<file path="src/rtl/imu_frame_assembler_if.sv">
// Byte-stream input and frame-stream output of the IMU frame assembler.
// The assembler takes the slave modport; the producer/consumer side takes master.
interface imu_frame_assembler_if #(
  parameter int unsigned NUM_AXES = 3
);
  logic [7:0]             byte_data;
  logic                   byte_valid;
  logic                   byte_first;
  logic                   byte_err;
  logic [16*NUM_AXES-1:0] frame_data;
  logic                   frame_valid;
  logic                   frame_ready;

  modport master (
    output byte_data, byte_valid, byte_first, byte_err, frame_ready,
    input  frame_data, frame_valid
  );

  modport slave (
    input  byte_data, byte_valid, byte_first, byte_err, frame_ready,
    output frame_data, frame_valid
  );
endinterface

</file>
<file path="src/rtl/imu_frame_assembler.sv">
// Packs a big-endian byte burst into NUM_AXES signed 16-bit samples with a single-entry output buffer.
// Optional offset subtraction with saturation is enabled by defining IMU_FRAME_OFFSET_EN.
module imu_frame_assembler #(
  parameter int unsigned NUM_AXES       = 3,
  parameter int unsigned TIMEOUT_CYCLES = 4096,
  parameter int unsigned CNT_W          = 16
) (
  input  logic                   clk,
  input  logic                   rst_n,
  imu_frame_assembler_if.slave   bus,
  input  logic [16*NUM_AXES-1:0] offset_in,
  output logic                   err_pulse,
  output logic [7:0]             drop_cnt,
  output logic [CNT_W-1:0]       frame_cnt
);

  localparam int unsigned IDX_W = (NUM_AXES > 1) ? $clog2(NUM_AXES) : 1;
  localparam int unsigned GAP_W = $clog2(TIMEOUT_CYCLES + 1);
  localparam logic [IDX_W-1:0] LAST_IDX  = IDX_W'(NUM_AXES - 1);
  localparam logic [GAP_W-1:0] GAP_LIMIT = GAP_W'(TIMEOUT_CYCLES - 1);

  typedef enum logic [1:0] {IDLE, HI, LO, PUBLISH} state_t;

  state_t                 state;
  logic [IDX_W-1:0]       idx;
  logic [GAP_W-1:0]       gap;
  logic [16*NUM_AXES-1:0] stage;
  logic [16*NUM_AXES-1:0] pub;
  logic [16*NUM_AXES-1:0] frame_q;
  logic                   valid_q;

  assign bus.frame_data  = frame_q;
  assign bus.frame_valid = valid_q;

`ifdef IMU_FRAME_OFFSET_EN
  logic [16:0] diff;

  // 17-bit signed difference; bits 16 and 15 disagree only on overflow.
  always_comb begin
    pub  = '0;
    diff = '0;
    for (int unsigned a = 0; a < NUM_AXES; a++) begin
      diff = {stage[16*a+15], stage[16*a +: 16]} - {offset_in[16*a+15], offset_in[16*a +: 16]};
      if (diff[16] != diff[15])
        pub[16*a +: 16] = diff[16] ? 16'h8000 : 16'h7FFF;
      else
        pub[16*a +: 16] = diff[15:0];
    end
  end
`else
  logic unused_offset;

  assign unused_offset = ^offset_in;

  always_comb begin
    pub = stage;
  end
`endif

  always_ff @(posedge clk or negedge rst_n) begin
    if (!rst_n) begin
      state     <= IDLE;
      idx       <= '0;
      gap       <= '0;
      stage     <= '0;
      frame_q   <= '0;
      valid_q   <= 1'b0;
      err_pulse <= 1'b0;
      drop_cnt  <= '0;
      frame_cnt <= '0;
    end else begin
      err_pulse <= 1'b0;
      if (valid_q && bus.frame_ready)
        valid_q <= 1'b0;

      case (state)
        IDLE: begin
          if (bus.byte_valid && bus.byte_first) begin
            stage[15:8] <= bus.byte_data;
            idx         <= '0;
            gap         <= '0;
            state       <= LO;
          end
        end

        HI, LO: begin
          // Priority: abort, then resync/byte, then gap timeout.
          if (bus.byte_err) begin
            err_pulse <= 1'b1;
            state     <= IDLE;
          end else if (bus.byte_valid && bus.byte_first) begin
            err_pulse   <= 1'b1;
            stage[15:8] <= bus.byte_data;
            idx         <= '0;
            gap         <= '0;
            state       <= LO;
          end else if (bus.byte_valid) begin
            gap <= '0;
            if (state == HI) begin
              stage[{idx, 4'd8} +: 8] <= bus.byte_data;
              state                   <= LO;
            end else begin
              stage[{idx, 4'd0} +: 8] <= bus.byte_data;
              if (idx == LAST_IDX) begin
                state <= PUBLISH;
              end else begin
                idx   <= idx + 1'b1;
                state <= HI;
              end
            end
          end else if (gap == GAP_LIMIT) begin
            err_pulse <= 1'b1;
            state     <= IDLE;
          end else begin
            gap <= gap + 1'b1;
          end
        end

        PUBLISH: begin
          state <= IDLE;
          if (!valid_q || bus.frame_ready) begin
            frame_q   <= pub;
            valid_q   <= 1'b1;
            frame_cnt <= frame_cnt + 1'b1;
          end else if (drop_cnt != 8'hFF) begin
            drop_cnt <= drop_cnt + 1'b1;
          end
        end

        default: state <= IDLE;
      endcase
    end
  end

endmodule
</file>
<file path="src/flat_wrapper.sv">
// flat-port wrapper written by rule: the top's interface ports become plain ports
module imu_frame_assembler_flat 
#(
  parameter int unsigned NUM_AXES       = 3,
  parameter int unsigned TIMEOUT_CYCLES = 4096,
  parameter int unsigned CNT_W          = 16
)
  (clk, rst_n, offset_in, err_pulse, drop_cnt, frame_cnt, bus_byte_data, bus_byte_valid, bus_byte_first, bus_byte_err, bus_frame_ready, bus_frame_data, bus_frame_valid);
  imu_frame_assembler_if #(.NUM_AXES(NUM_AXES)) bus_i ();
  input  logic clk;
  input  logic rst_n;
  input  logic [16*NUM_AXES-1:0] offset_in;
  output logic err_pulse;
  output logic [7:0] drop_cnt;
  output logic [CNT_W-1:0] frame_cnt;
  input wire logic [$bits(bus_i.byte_data)-1:0] bus_byte_data;
  input wire logic [$bits(bus_i.byte_valid)-1:0] bus_byte_valid;
  input wire logic [$bits(bus_i.byte_first)-1:0] bus_byte_first;
  input wire logic [$bits(bus_i.byte_err)-1:0] bus_byte_err;
  input wire logic [$bits(bus_i.frame_ready)-1:0] bus_frame_ready;
  output wire logic [$bits(bus_i.frame_data)-1:0] bus_frame_data;
  output wire logic [$bits(bus_i.frame_valid)-1:0] bus_frame_valid;
  assign bus_i.byte_data = bus_byte_data;
  assign bus_i.byte_valid = bus_byte_valid;
  assign bus_i.byte_first = bus_byte_first;
  assign bus_i.byte_err = bus_byte_err;
  assign bus_i.frame_ready = bus_frame_ready;
  assign bus_frame_data = bus_i.frame_data;
  assign bus_frame_valid = bus_i.frame_valid;
  imu_frame_assembler #(.NUM_AXES(NUM_AXES), .TIMEOUT_CYCLES(TIMEOUT_CYCLES), .CNT_W(CNT_W)) u_core (.clk(clk), .rst_n(rst_n), .bus(bus_i), .offset_in(offset_in), .err_pulse(err_pulse), .drop_cnt(drop_cnt), .frame_cnt(frame_cnt));
endmodule
</file>
<file path="config.mk">
export PLATFORM = sky130hd
export DESIGN_NAME = imu_frame_assembler_flat
export DESIGN_NICKNAME = d
export VERILOG_FILES = /design/src/rtl/imu_frame_assembler_if.sv /design/src/rtl/imu_frame_assembler.sv /design/src/flat_wrapper.sv
export SDC_FILE = /design/constraint.sdc
export NUM_CORES = 1
export LEC_CHECK = 0
export ABC_AREA = 1
export CAP_MARGIN = 25
export CORE_AREA = 5 5 117 119
export CTS_BUF_LIST = sky130_fd_sc_hd__clkbuf_4
export DETAILED_ROUTE_END_ITERATION = 10
export DIE_AREA = 0 0 122 124
export HOLD_SLACK_MARGIN = 0.03
export PLACE_DENSITY = 0.81
export SLEW_MARGIN = 20
export SYNTH_ARGS = -nofsm -noshare
export SYNTH_HDL_FRONTEND = slang
export SYNTH_SLANG_ARGS = --single-unit
</file>
<file path="constraint.sdc">
create_clock -name clk -period 3 [get_ports clk]
set_clock_uncertainty 0.15 [all_clocks]
set_input_delay 0.45 -clock clk [delete_from_list [all_inputs] [get_ports clk]]
set_output_delay 0.45 -clock clk [all_outputs]
set_load 0.01 [all_outputs]
</file>
======== Yosys cells after proc, flatten, opt, wreduce, memory -nomap -nowiden ========
Cells that the tools add are included.
operators by class
  reduce and logical (&&, ||, !) cells .... 14
  $add $sub $neg .......................... 6
  shift operators ......................... 4
  magnitude comparators ................... 0
  bitwise gates (word level) .............. 3
  div/mod/pow operators ................... 0
  $mul .................................... 0
  multiplexer cells ....................... 38
  equality and inequality tests ........... 13
operators with widths
  operator                  count
  $bwmux W48                2
  $shift A8 B8 Y48 const A  2
  $shiftx A8 B8 Y48         2
  $mux W13                  5
  $mux W48                  1
  $mux W16                  2
  $mux W2                   13
  $pmux W13 S2              1
  $mux W8                   3
  $add A16 B1 Y16 const B   1
  $neg A6 Y8                2
  $pmux W8 S2               1
  $add A13 B1 Y13 const B   1
  $eq A13 B12 Y1 const B    1
  $reduce_and A4 Y1         3
  $ne A3 B2 Y1 const B      3
  $add A8 B1 Y8 const B     1
  $mux W1                   8
  $ne A8 B8 Y1 const B      1
  $eq A2 B2 Y1 const B      3
  $pmux W2 S3               1
  $reduce_and A6 Y1         1
  $ne A5 B3 Y1 const B      1
  $ne A4 B3 Y1 const B      1
  other kinds (14)          18
storage, ports and cells
  input port bits ......................... 62
  bits in latches ......................... 0
  memories ................................ 0
  logic and storage cells ................. 88
  output and inout bits ................... 74
  bits in read-only memories .............. 0
  RAM bits ................................ 0
  flip-flop bits (word level) ............. 139

======== Depth between registers and ports, before layout ========
Gate-level depths: netlist (run 1).
  depth after elaboration ................. 8
  gate-level depth with buffers ........... 12

======== Worst setup path after synthesis (run 1) ========
Ideal clock, no wire load.
  kind .................................... register -> register
  start point ............................. reg u_core.idx[0]
  end point ............................... reg u_core.stage[17] (netlist: u_core.pub[17])
  setup time .............................. 0.083 ns
  data required time ...................... 2.767 ns
  stages on the path, launching flop included .. 10
  arrival ................................. 1.754 ns
  path slack .............................. 1.014 ns
  cells stage by stage .................... dfrtp_1 clkbuf_1 buf_2 inv_1 ha_1 nand2_1 inv_1 clkbuf_1 nand4_1 o21ai_0
on the way
  longest elaborated chain between the ends .. 4
  elaborated cells between the ends (all ways) .. 9
ends and longest elaborated chain
  item                                       RTL line                                                RTL
  from (decl)                                imu_frame_assembler.sv:25                               logic [IDX_W-1:0] idx;
  from (signal assigned)                     imu_frame_assembler.sv:107                              idx <= idx + 1'b1;
  $neg A6 Y8, on equally long branches       imu_frame_assembler.sv:103, imu_frame_assembler.sv:100
  $shiftx A8 B8 Y48 (tied with other cells)  imu_frame_assembler.sv:103                              stage[{idx, 4'd0} +: 8] <= bus.byte_data;
  $bwmux W48, on equally long branches       imu_frame_assembler.sv:103, imu_frame_assembler.sv:100
  $mux W48 (*)                               imu_frame_assembler.sv:99                               if (state == HI) begin
  to (signal, indexed assignment)            imu_frame_assembler.sv:100                              stage[{idx, 4'd8} +: 8] <= bus.byte_data;
  to (signal, indexed assignment)            imu_frame_assembler.sv:103
  to (decl)                                  imu_frame_assembler.sv:27                               logic [16*NUM_AXES-1:0] stage;
Mark *: on every way between the ends. The rest lies on a longest branch, timed or not.
A chain may end at the register's enable or synchronous reset.

======== Worst setup path after layout (run 1) ========
  start point ............................. reg u_core.state[0]
  end point ............................... reg u_core.gap[11]
on the way
  longest elaborated chain between the ends .. 4
  elaborated cells between the ends (all ways) .. 10
ends and longest elaborated chain
  item                                                   RTL line                    RTL
  from (decl)                                            imu_frame_assembler.sv:24   state_t state;
  from (signal assigned)                                 imu_frame_assembler.sv:62   state <= IDLE;
  from (signal assigned)                                 imu_frame_assembler.sv:82   state <= LO;
  from (signal assigned)                                 imu_frame_assembler.sv:90   state <= IDLE;
  $eq A2 B2 Y1 or $eq A2 B1 Y1 (tied branches)           imu_frame_assembler.sv:76   case (state)
  $reduce_or A2 Y1                                       imu_frame_assembler.sv:76
  $ne A4 B3 Y1 (no source line) (tied with other cells)  -
  $reduce_and A4 Y1 (no source line)                     -
  to (signal assigned)                                   imu_frame_assembler.sv:115  gap <= gap + 1'b1;
  to (decl)                                              imu_frame_assembler.sv:26   logic [GAP_W-1:0] gap;
Parallel ways exist; a longest one is shown, timed or not.

==> parameters.txt, run 1 <==
Parameter                              Value

Final layout
  Share of final-layout standard cells stronger than drive strength 1 ... 7.58%
  # fillers ... 1,067
  Antenna diodes ... 0
  Final instance area ... slightly below 8000 sq um
  Fin nets ... 916
  Layout overhead on the synthesized area ... 20.4%

Timing
  Fmax ... 415 MHz
  RSZ-0062 raised after global routing ... false
  Setup TNS Final ... 0 ps
  Final hold vios ... 0
  Smallest hold slack ... ~250 ps
  Final worst-path setup slack ... 588 ps
  Final Cycle Share ... 80.4%
  Final period demand of the worst path ... 2410 ps
  Slew at the pin closest to its max-slew limit ... 595 ps
  Final setup vio count ... 0
  Normalized max-slew margin ... 60.1%
  Pins over their slew limit ... 0

Pwr
  Static Leak ... 3.77 nW
  Peak VDD IR ... 479 uV
  Power density of the placed cells ... 778 nW/um^2

Floorplan
  Standard cell core area ... 12,500 sq um
  Starting density of the core ... roughly half
  Number of rows in the core area ... 41
  Count of pins on the block boundary ... about 140
  Horizontal extent of the die ... 122 microns
  Overall die area ... between 15,000 and 20,000 sq um
  Die height ... 124 microns

Synthesis
  Average cell area after synthesis ... 8.47 sq um
  Share of flip-flops with an asynchronous set or reset after synthesis ... 100%
  Biggest area contributors in the synthesized netlist ... sky130_fd_sc_hd__dfrtp_1, sky130_fd_sc_hd__nand2_1, sky130_fd_sc_hd__o21ai_0
  Most used DFF post-synth ... sky130_fd_sc_hd__dfrtp_1
  Library cell with the largest summed area after synthesis ... sky130_fd_sc_hd__dfrtp_1
  Netlist area before placement ... 6400 sq um
  Count of different cell masters after synthesis ... 38
  Net count after synthesis ... 827
  Post-Synthesis Cells ... 755
  Number of flops mapped to enable cells by yosys ... 0
  Top-count cell post-synth ... sky130_fd_sc_hd__nand2_1
  Share of synthesized area occupied by flip-flops and latches ... 54.4%
  Yosys top cell area share ... 54.4%
  Most numerous cell types in the synthesized netlist ... sky130_fd_sc_hd__nand2_1, sky130_fd_sc_hd__dfrtp_1, sky130_fd_sc_hd__inv_1
  Count of warnings emitted by yosys ... 0
  Post-synthesis register bit count ... 139

Clock tree
  CTS tree ... built
  Buffers inserted by post-CTS timing repair ... 0
  Buffer type at the clock tree root ... sky130_fd_sc_hd__clkbuf_4
  Clock buffer depth ... 2
  Count of H-tree levels built during CTS ... 4
  Clock buffer count from CTS ... 17
  Clock insertion delay at the later pin of the skew report ... 540 ps
  CTS sink count ... roughly 140
  Clock transition at the registers of the reported paths ... roughly 110 ps

Place
  Count of input and output buffers ... 87
  Placed instance area ... 7430 sq um
  Placer Congestion ... between 0.8 and 0.9
  Worst setup timing slack at the placement stage ... 558 ps
  Estimated wirelength of the detail-placed design ... 9810 microns

Detailed routing
  Detail Route Antenna Nets ... 0
  Number of design rule violations left after detail routing ... 0
  Routed wire length ... 13,900 microns
  Number of DRC markers in iteration 0 ... 464
  Via count ... around 5.2k
  Number of iterations in the first detailed-routing pass ... 5
  Average wire per cell in the routed design ... 13.6 microns
  Number of vias per cell after detailed routing ... 5.06

Critical path
  Kind of end point of the critical path ... register
  Req. time, crit path ... 3330 ps
  Crit path kind ... reg2reg
  Category of the worst setup path launch point ... register
  Maximum fanout encountered on the critical timing path ... 13
  Endpoint arrival time on the critical path ... between 2000 and 3000 ps

GRT
  Overall overflow remaining after global route ... 0
  Vias in the first global route ... about 4.8k
  Antenna violations before repair ... 0
  First-pass GRT wire length ... around 23,000 microns
  Total track usage ... 19.2%
  Largest net degree at the start of global routing ... 66

Outcome
  Status ... finished, final reports clean

Run
  Number of violations of the max-capacitance limit ... 0

Min path
  Min-Delay Path Class ... in2async
[state kept, by name, indices dropped and copies added (netlist names)]
register / count
u_core.bus.frame_data: 48
u_core.err_pulse: 1
u_core.bus.frame_valid: 1
u_core.idx: 2
u_core.state: 2
u_core.drop_cnt: 8
u_core.pub: 48
u_core.gap: 13
u_core.frame_cnt: 16
[cells by family (layout without fill, tap and decap cells)]
family / Yosys count / in the layout / share of synthesized area (%)
buf+inv: 112 / 214 / 7.41
compound gates: 97 / 97 / 8.23
flops: 139 / 139 / 54.4
xor+xnor: 18 / 18 / 2.46
fa+ha+maj: 10 / 10 / 1.96
simple gates: 379 / 379 / 25.6
[final timing paths]
kind / from / end / slack, ps / cells past startpoint
worst max-delay path: u_core.state[0] / u_core.gap[11] / 590 / 8
max in group asynchronous: rst_n / u_core.frame_cnt[15] / 1720 / 3
worst min-delay path: rst_n / u_core.pub[36] / 250 / 2
worst max register to register: u_core.state[0] / u_core.gap[11] / 590 / 8
min in group clk: u_core.pub[12] / u_core.bus.frame_data[12] / 330 / 2
worst min register to register: u_core.pub[12] / u_core.bus.frame_data[12] / 330 / 2
[final cells by class]
class | instances | area, sq um | share of cell area [%]
multi-input combinational | 504 | 2440 | 31.7
timing repair buffer | 96 | 967 | 12.6
clock inverter | 10 | 100 | 1.30
clock buffer | 22 | 165 | 2.14
sequential | 139 | 3480 | 45.2
tap | 172 | 215 | 2.79
inverter | 86 | 330 | 4.29
[per-stage QoR]
stage          power, W  utilization, %  cells
4_1_cts         0.00604            61.8   1029
3_3_place_gp    0.00480            59.4    995
2_1_floorplan   0.00389               -    755
3_5_place_dp    0.00486            59.6    996
5_1_grt         0.00640            61.8   1029
6_report        0.00599            61.8   1029
[layer usage]
layer	up-vias	GRT usage, %	routed length [microns]
met5	-	0	0
met4	0	6.93	178
met3	18	4.68	756
met2	149	30.0	6470
met1	2433	26.4	6530
li1	2602	-	-
[placed cells by master, fill, tap and decap left out, types with 2 or more instances in the layout]
master	instances
sky130_fd_sc_hd__nor2_4	2
sky130_fd_sc_hd__nor2_1	45
sky130_fd_sc_hd__nor2_2	6
sky130_fd_sc_hd__nand2_2	2
sky130_fd_sc_hd__dfrtp_1	139
sky130_fd_sc_hd__nand3_2	2
sky130_fd_sc_hd__o31ai_1	2
sky130_fd_sc_hd__buf_4	6
sky130_fd_sc_hd__clkinv_1	3
sky130_fd_sc_hd__xor2_1	12
sky130_fd_sc_hd__nand2_4	2
sky130_fd_sc_hd__o22ai_1	17
sky130_fd_sc_hd__or2_2	3
sky130_fd_sc_hd__o21ai_0	69
sky130_fd_sc_hd__nand2_1	233
sky130_fd_sc_hd__ha_1	10
sky130_fd_sc_hd__nor3_1	6
sky130_fd_sc_hd__clkinv_2	7
sky130_fd_sc_hd__inv_2	3
sky130_fd_sc_hd__clkbuf_4	22
sky130_fd_sc_hd__o21ai_1	3
sky130_fd_sc_hd__nand3_1	54
sky130_fd_sc_hd__xnor2_1	6
sky130_fd_sc_hd__inv_1	79
sky130_fd_sc_hd__buf_12	2
sky130_fd_sc_hd__a21o_1	2
sky130_fd_sc_hd__clkdlybuf4s50_1	86
sky130_fd_sc_hd__bufinv_16	2
sky130_fd_sc_hd__nand4_1	21
[worst max-delay path, cell delays in order, from the launching register on]
cell and delay (ps):
sky130_fd_sc_hd__dfrtp_1 420, sky130_fd_sc_hd__inv_1 60, sky130_fd_sc_hd__ha_1 460, sky130_fd_sc_hd__inv_1 290, sky130_fd_sc_hd__nor2_2 330, sky130_fd_sc_hd__nand3_1 140
sky130_fd_sc_hd__nand2_1 330, sky130_fd_sc_hd__nand2_1 90, sky130_fd_sc_hd__nand2_1 80
[timing repair]
| item | in CTS | in global routing |
|---|---|---|
| hold buffers | 1 | 0 |
| hold endpoints to repair | 48 | 0 |
| gates resized for setup | 0 | 0 |
[power breakdown]
group | internal [W] | switching, W | total, W
Combinational | 0.000937 | 0.00123 | 0.00216
Clock | 0.000528 | 0.000641 | 0.00117
Sequential | 0.00239 | 0.000271 | 0.00266
Total | 0.00385 | 0.00214 | 0.00599
Power figures use the tool's default switching activity.
==> run 2, diff against run 1 <==
- clock period: 3 -> 2.4 ns (I/O delays scaled with it)
==> run 2 against run 1 <==
Clock power is 33% higher. Wire length increased by 0.37%. Worst setup slack got worse by 340 ps. Flip-flop and latch count unchanged. Via count rose by 1.0%. Total power increased by 29%. Critical endpoint is now u_core.pub[12].
==> parameters.txt, run 2 (synthesis gave the netlist of run 1 again) <==
Parameter                              Value

Outcome
  Status ... finished, final reports clean

Detailed routing
  Number of design rule violations left after detail routing ... 0
  Routed wire length ... 14,000 microns
  Detail Route Antenna Nets ... 0
  Average wire per cell in the routed design ... 13.4 microns
  Number of iterations in the first detailed-routing pass ... 5
  Number of DRC markers in iteration 0 ... 401
  Number of vias per cell after detailed routing ... between 5 and 6
  Via count ... 5,255

Critical path
  Category of the worst setup path launch point ... register
  Req. time, crit path ... 2710 ps
  Endpoint arrival time on the critical path ... 2460 ps
  Maximum fanout encountered on the critical timing path ... 9
  Crit path kind ... reg2reg
  Kind of end point of the critical path ... register

Clock tree
  Buffer type at the clock tree root ... sky130_fd_sc_hd__clkbuf_4
  CTS sink count ... 139
  Clock insertion delay at the later pin of the skew report ... 530 ps
  Clock buffer depth ... 2
  Buffers inserted by post-CTS timing repair ... 0
  CTS tree ... built
  Count of H-tree levels built during CTS ... 4
  Clock transition at the registers of the reported paths ... 110 ps
  Clock buffer count from CTS ... 17

Final layout
  Most frequent cells in the layout ... sky130_fd_sc_hd__nand2_1, sky130_fd_sc_hd__dfrtp_1, sky130_fd_sc_hd__clkdlybuf4s50_1
  Fin nets ... 927
  Most common library cell in the layout ignoring fill and taps ... sky130_fd_sc_hd__nand2_1
  Number of standard cells in the final layout excluding fillers ... 1,041
  # fillers ... ~1.0k
  Share of final-layout standard cells stronger than drive strength 1 ... 8.76%
  Layout overhead on the synthesized area ... 22.4%
  Final instance area ... 7830 sq um

Place
  Placed instance area ... 7520 sq um
  Count of input and output buffers ... 87
  Inst Count DP ... between 1k and 1.5k
  Estimated wirelength of the detail-placed design ... 10,000 microns
  Worst setup timing slack at the placement stage ... -4.66 ps
  Placer Congestion ... 0.902

Min path
  Min-Delay Path Class ... in2async

Floorplan
  Horizontal extent of the die ... 122 microns
  Overall die area ... about 15,000 sq um
  Count of pins on the block boundary ... 136
  Number of rows in the core area ... 41
  Starting density of the core ... 51.3%
  Standard cell core area ... ~12,000 sq um
  Die height ... about 120 microns

Pwr
  Internal Pwr Total ... a little over 0.005 W
  Power density of the placed cells ... 986 nW/um^2
  Peak VDD IR ... slightly below 500 uV
  Net Switching ... 0.00268 W
  Part of the total power dissipated in combinational logic ... between 30% and 40%
  Share of total power in sequential cells ... 43.2%
  Static Leak ... 3.83 nW
  Net switching share of the total power ... 34.7%
  Clock share of power ... around 20%
  Post-layout total power ... 0.00772 W

GRT
  First-pass GRT wire length ... around 23,000 microns
  GR met2 Demand/Resource ... 31.2%
  Global Route met3 Usage ... 4.54%
  Antenna violations before repair ... 1
  Largest net degree at the start of global routing ... 76
  Highest-utilization routing layer at the global route stage ... met2
  Vias in the first global route ... 4,934
  Overall overflow remaining after global route ... 0
  Routing usage on met1 ... 26.0%
  Total track usage ... 19.5%

Run
  Number of violations of the max-capacitance limit ... 0

Timing
  Final period demand of the worst path ... 2150 ps
  Normalized max-slew margin ... approximately three fifths
  Final worst-path setup slack ... around 250 ps
  Final Cycle Share ... 89.6%
  Fmax ... 465 MHz
  Final hold vios ... 0
  Slew at the pin closest to its max-slew limit ... roughly 580 ps
  Final setup vio count ... 0
  RSZ-0062 raised after global routing ... false
  Pins over their slew limit ... 0
  Smallest hold slack ... ~120 ps
==> run 2: cell types whose count changed in the layout (fill, tap and decap cells not counted), sizes merged <==
cell      change
buf          +11
clkinv        -3
bufinv        +1
clkbuf        +1
clkinvlp      +1
diode         +1
==> run 2: worst max-delay path, cell delays in order, from the launching register on <==
cell and delay (ps):
sky130_fd_sc_hd__dfrtp_1 420, sky130_fd_sc_hd__inv_1 70, sky130_fd_sc_hd__ha_1 380, sky130_fd_sc_hd__nand2_1 110
sky130_fd_sc_hd__o21ai_0 130, sky130_fd_sc_hd__nor2_4 150, sky130_fd_sc_hd__inv_2 50, sky130_fd_sc_hd__buf_4 130
sky130_fd_sc_hd__nor2_4 150, sky130_fd_sc_hd__nand2_4 110, sky130_fd_sc_hd__clkinv_4 100, sky130_fd_sc_hd__nand2_1 60
sky130_fd_sc_hd__nand2_1 80
==> run 2: path summary, 6_finish.rpt <==
path | to | cells after the start | slack (ps) | startpoint
hold reg to reg | u_core.bus.frame_data[9] | 2 | 330 | u_core.bus.frame_data[9]
setup / recovery | u_core.pub[12] | 12 | 250 | u_core.state[0]
min in group clk | u_core.bus.frame_valid | 4 | 310 | bus_frame_ready
setup reg to reg | u_core.pub[12] | 12 | 250 | u_core.state[0]
max in group asynchronous | u_core.frame_cnt[7] | 3 | 1260 | rst_n
hold / removal | u_core.bus.frame_data[32] | 2 | 120 | rst_n
==> run 2: stage by stage <==
stage	TNS [ps]	utilization, %
after global routing	0	62.8
after detailed placement	-4.66	60.3
after CTS	0	62.8
after floorplan	0	-
final	0	62.8
after global placement	0	60.3
==> run 2: power groups by stage <==
stage,combinational (W),sequential [W],clock (W)
floorplan,0.00137,0.00349,0
global placement,0.00277,0.00335,0
detailed placement,0.00282,0.00337,0
CTS,0.00286,0.00333,0.00160
global route,0.00312,0.00341,0.00171
finish,0.00282,0.00333,0.00156
==> run 2: what timing repair did <==
| item | CTS | global route |
|---|---|---|
| setup endpoints to repair | 0 | 11 |
| hold endpoints to repair | 139 | 0 |
| gates resized for setup | 0 | 1 |
| hold buffers | 1 | 0 |
==> run 2: layout make-up <==
type                       count  area (sq um)  share of cell area (%)
inverter                      86           330                    4.22
antenna                        1          2.50                  0.0320
clock inverter                 9           121                    1.55
timing repair buffer         107          1060                    13.6
multi-input combinational    504          2450                    31.3
tap                          172           215                    2.75
clock buffer                  23           173                    2.21
sequential                   139          3480                    44.4
==> run 2: routing by layer <==
metal / routed length [microns] / up-vias
li1: - / 2630
met2: 6700 / 146
met4: 212 / 0
met5: 0 / -
met3: 800 / 18
met1: 6280 / 2461
==> run 3, diff against run 2 <==
==> constraint.sdc (replaced) <==
create_clock -name clk -period 2.4 [get_ports clk]
set_clock_uncertainty 0.15 [all_clocks]
set_input_delay 0.48 -clock clk [delete_from_list [all_inputs] [get_ports clk]]
set_output_delay 0.48 -clock clk [all_outputs]
set_load 0.01 [all_outputs]
==> run 3 against run 2 <==
Wire length rose by 0.44%. Die area did not move. Total power fell by 0.91%. Worst hold slack improved by 100 ps. Largest cell class unchanged.
==> parameters.txt, run 3 (synthesis gave the netlist of run 1 again) <==
Parameter                              Value

Min path
  Min-Delay Path Class ... in2async

Run
  Number of violations of the max-capacitance limit ... 0

Clock tree
  Count of H-tree levels built during CTS ... 4
  Clock buffer count from CTS ... 17
  Clock insertion delay at the later pin of the skew report ... 550 ps
  Clock buffer depth ... 2
  CTS tree ... built
  Clock transition at the registers of the reported paths ... 120 ps
  Buffers inserted by post-CTS timing repair ... 0
  CTS sink count ... between 100 and 150
  Buffer type at the clock tree root ... sky130_fd_sc_hd__clkbuf_4
  Quantity of gates resized following cts ... 0

Critical path
  Category of the worst setup path launch point ... register
  List of cells traversed by the critical path ... clkdlybuf4s50_1
  Maximum fanout encountered on the critical timing path ... 5
  Number of buffer and inverter instances along the worst setup path ... 1
  Req. time, crit path ... 1770 ps
  Category of cells accounting for the largest share of critical-path delay ... buffers and inverters
  Setup slack of the most critical reg-to-reg path ... 220 ps
  Kind of end point of the critical path ... output pin
  Crit path kind ... reg2out
  Peak per-stage delay on the critical path ... 580 ps
  Max stage delay cell, worst path ... sky130_fd_sc_hd__clkdlybuf4s50_1
  Endpoint arrival time on the critical path ... 1600 ps

Timing
  Final hold vios ... 0
  RSZ-0062 raised after global routing ... false
  Final period demand of the worst path ... 2230 ps
  Final worst-path setup slack ... ~170 ps
  Final setup vio count ... 0
  Setup TNS Final ... 0 ps
  Final Cycle Share ... 92.9%
  Slew at the pin closest to its max-slew limit ... 600 ps
  Pins over their slew limit ... 0
  Normalized max-slew margin ... 59.7%
  Fmax ... 448 MHz

Detailed routing
  Number of vias per cell after detailed routing ... between 5 and 6
  Number of iterations in the first detailed-routing pass ... 7
  Number of design rule violations left after detail routing ... 0
  Number of DRC markers in iteration 0 ... 434
  Routed wire length ... 14,100 microns
  Average wire per cell in the routed design ... 13.5 microns
  Via count ... between 5k and 6k
  Detail Route Antenna Nets ... 0

Final layout
  Most frequent cells in the layout ... sky130_fd_sc_hd__nand2_1, sky130_fd_sc_hd__dfrtp_1, sky130_fd_sc_hd__clkdlybuf4s50_1
  Layout overhead on the synthesized area ... 22.9%
  Antenna diodes ... 0
  Most common library cell in the layout ignoring fill and taps ... sky130_fd_sc_hd__nand2_1
  Fin nets ... 932
  Final instance area ... 7860 sq um
  Share of final-layout standard cells stronger than drive strength 1 ... 9.30%
  Number of standard cells in the final layout excluding fillers ... 1,043

Floorplan
  Starting density of the core ... 51.3%
  Horizontal extent of the die ... 122 microns
  Standard cell core area ... 12,500 sq um
  Overall die area ... 15,100 sq um
  Die height ... 124 microns
  Number of rows in the core area ... 41
  Count of pins on the block boundary ... 136

GRT
  First-pass GRT wire length ... 23,600 microns
  Largest net degree at the start of global routing ... 53
  Total track usage ... 19.8%
  Overall overflow remaining after global route ... 0
  Antenna violations before repair ... 0
  Vias in the first global route ... 5,011

Place
  Placer Congestion ... roughly 0.89
  Placed instance area ... 7570 sq um
  Inst Count DP ... 1,012
  Estimated wirelength of the detail-placed design ... 10,100 microns
  Worst setup timing slack at the placement stage ... a little over 60 ps
  Count of input and output buffers ... 87

Pwr
  Internal Pwr Total ... 0.00492 W
  Peak VDD IR ... 558 uV
  Static Leak ... 3.86 nW
  Part of the total power dissipated in combinational logic ... 36.4%
  Share of total power in sequential cells ... 43.5%
  Clock share of power ... approximately a fifth
  Net switching share of the total power ... 35.7%
  Power density of the placed cells ... 973 nW/um^2
  Post-layout total power ... 0.00765 W
  Net Switching ... approximately 0.0027 W

Outcome
  Status ... finished, final reports clean
## run 3: cell count changes in the layout (fill, tap and decap cells not counted), sizes merged
cell / previous run / this run
clkinvlp: 2 / 1
clkinv: 8 / 13
buf: 20 / 25
clkbuf: 23 / 17
diode: 1 / 0
## run 3: power by group through the flow
stage | Sequential, W | Combinational, W | Clock [W]
finish | 0.00333 | 0.00278 | 0.00154
detailed placement | 0.00337 | 0.00278 | 0
CTS | 0.00333 | 0.00281 | 0.00157
global route | 0.00341 | 0.00308 | 0.00168
floorplan | 0.00349 | 0.00137 | 0
global placement | 0.00336 | 0.00272 | 0
## run 3: layout make-up
| cell class | instances | area [sq um] |
|---|---|---|
| sequential | 139 | 3480 |
| inverter | 86 | 330 |
| clock inverter | 13 | 154 |
| clock buffer | 17 | 128 |
| fill | 1041 | 4600 |
| multi-input combinational | 504 | 2440 |
| tap | 172 | 215 |
| timing repair buffer | 112 | 1110 |
## run 3: stage by stage
stage	utilization, %	hold slack (ps)
final	63.1	220
after detailed placement	60.7	256
after global routing	63.1	214
after global placement	60.7	257
after CTS	63.1	205
after floorplan	-	34.4
## run 3: routing by layer
metal  vias to the layer above  GRT usage [%]  wire (microns)
met5                         -              0               0
met4                         0           8.61             326
met3                        28           4.50             746
met2                       155           31.1            6510
met1                      2441           26.4            6470
li1                       2634              -               -
## run 3: final timing paths
check                                          start                         to  depth (start not counted)
min in group clk           u_core.bus.frame_data[35]  u_core.bus.frame_data[35]                          2
max                               u_core.drop_cnt[6]                drop_cnt[6]                          1
min                                            rst_n  u_core.bus.frame_data[32]                          2
max in group asynchronous                      rst_n        u_core.frame_cnt[4]                          3
min reg2reg                u_core.bus.frame_data[35]  u_core.bus.frame_data[35]                          2
max reg2reg                          u_core.state[0]             u_core.pub[10]                          7
## run 3: timing repair
action	in CTS	in global routing
hold buffers	1	0
endpoints found under the hold margin	139	0
setup endpoints to repair	0	0
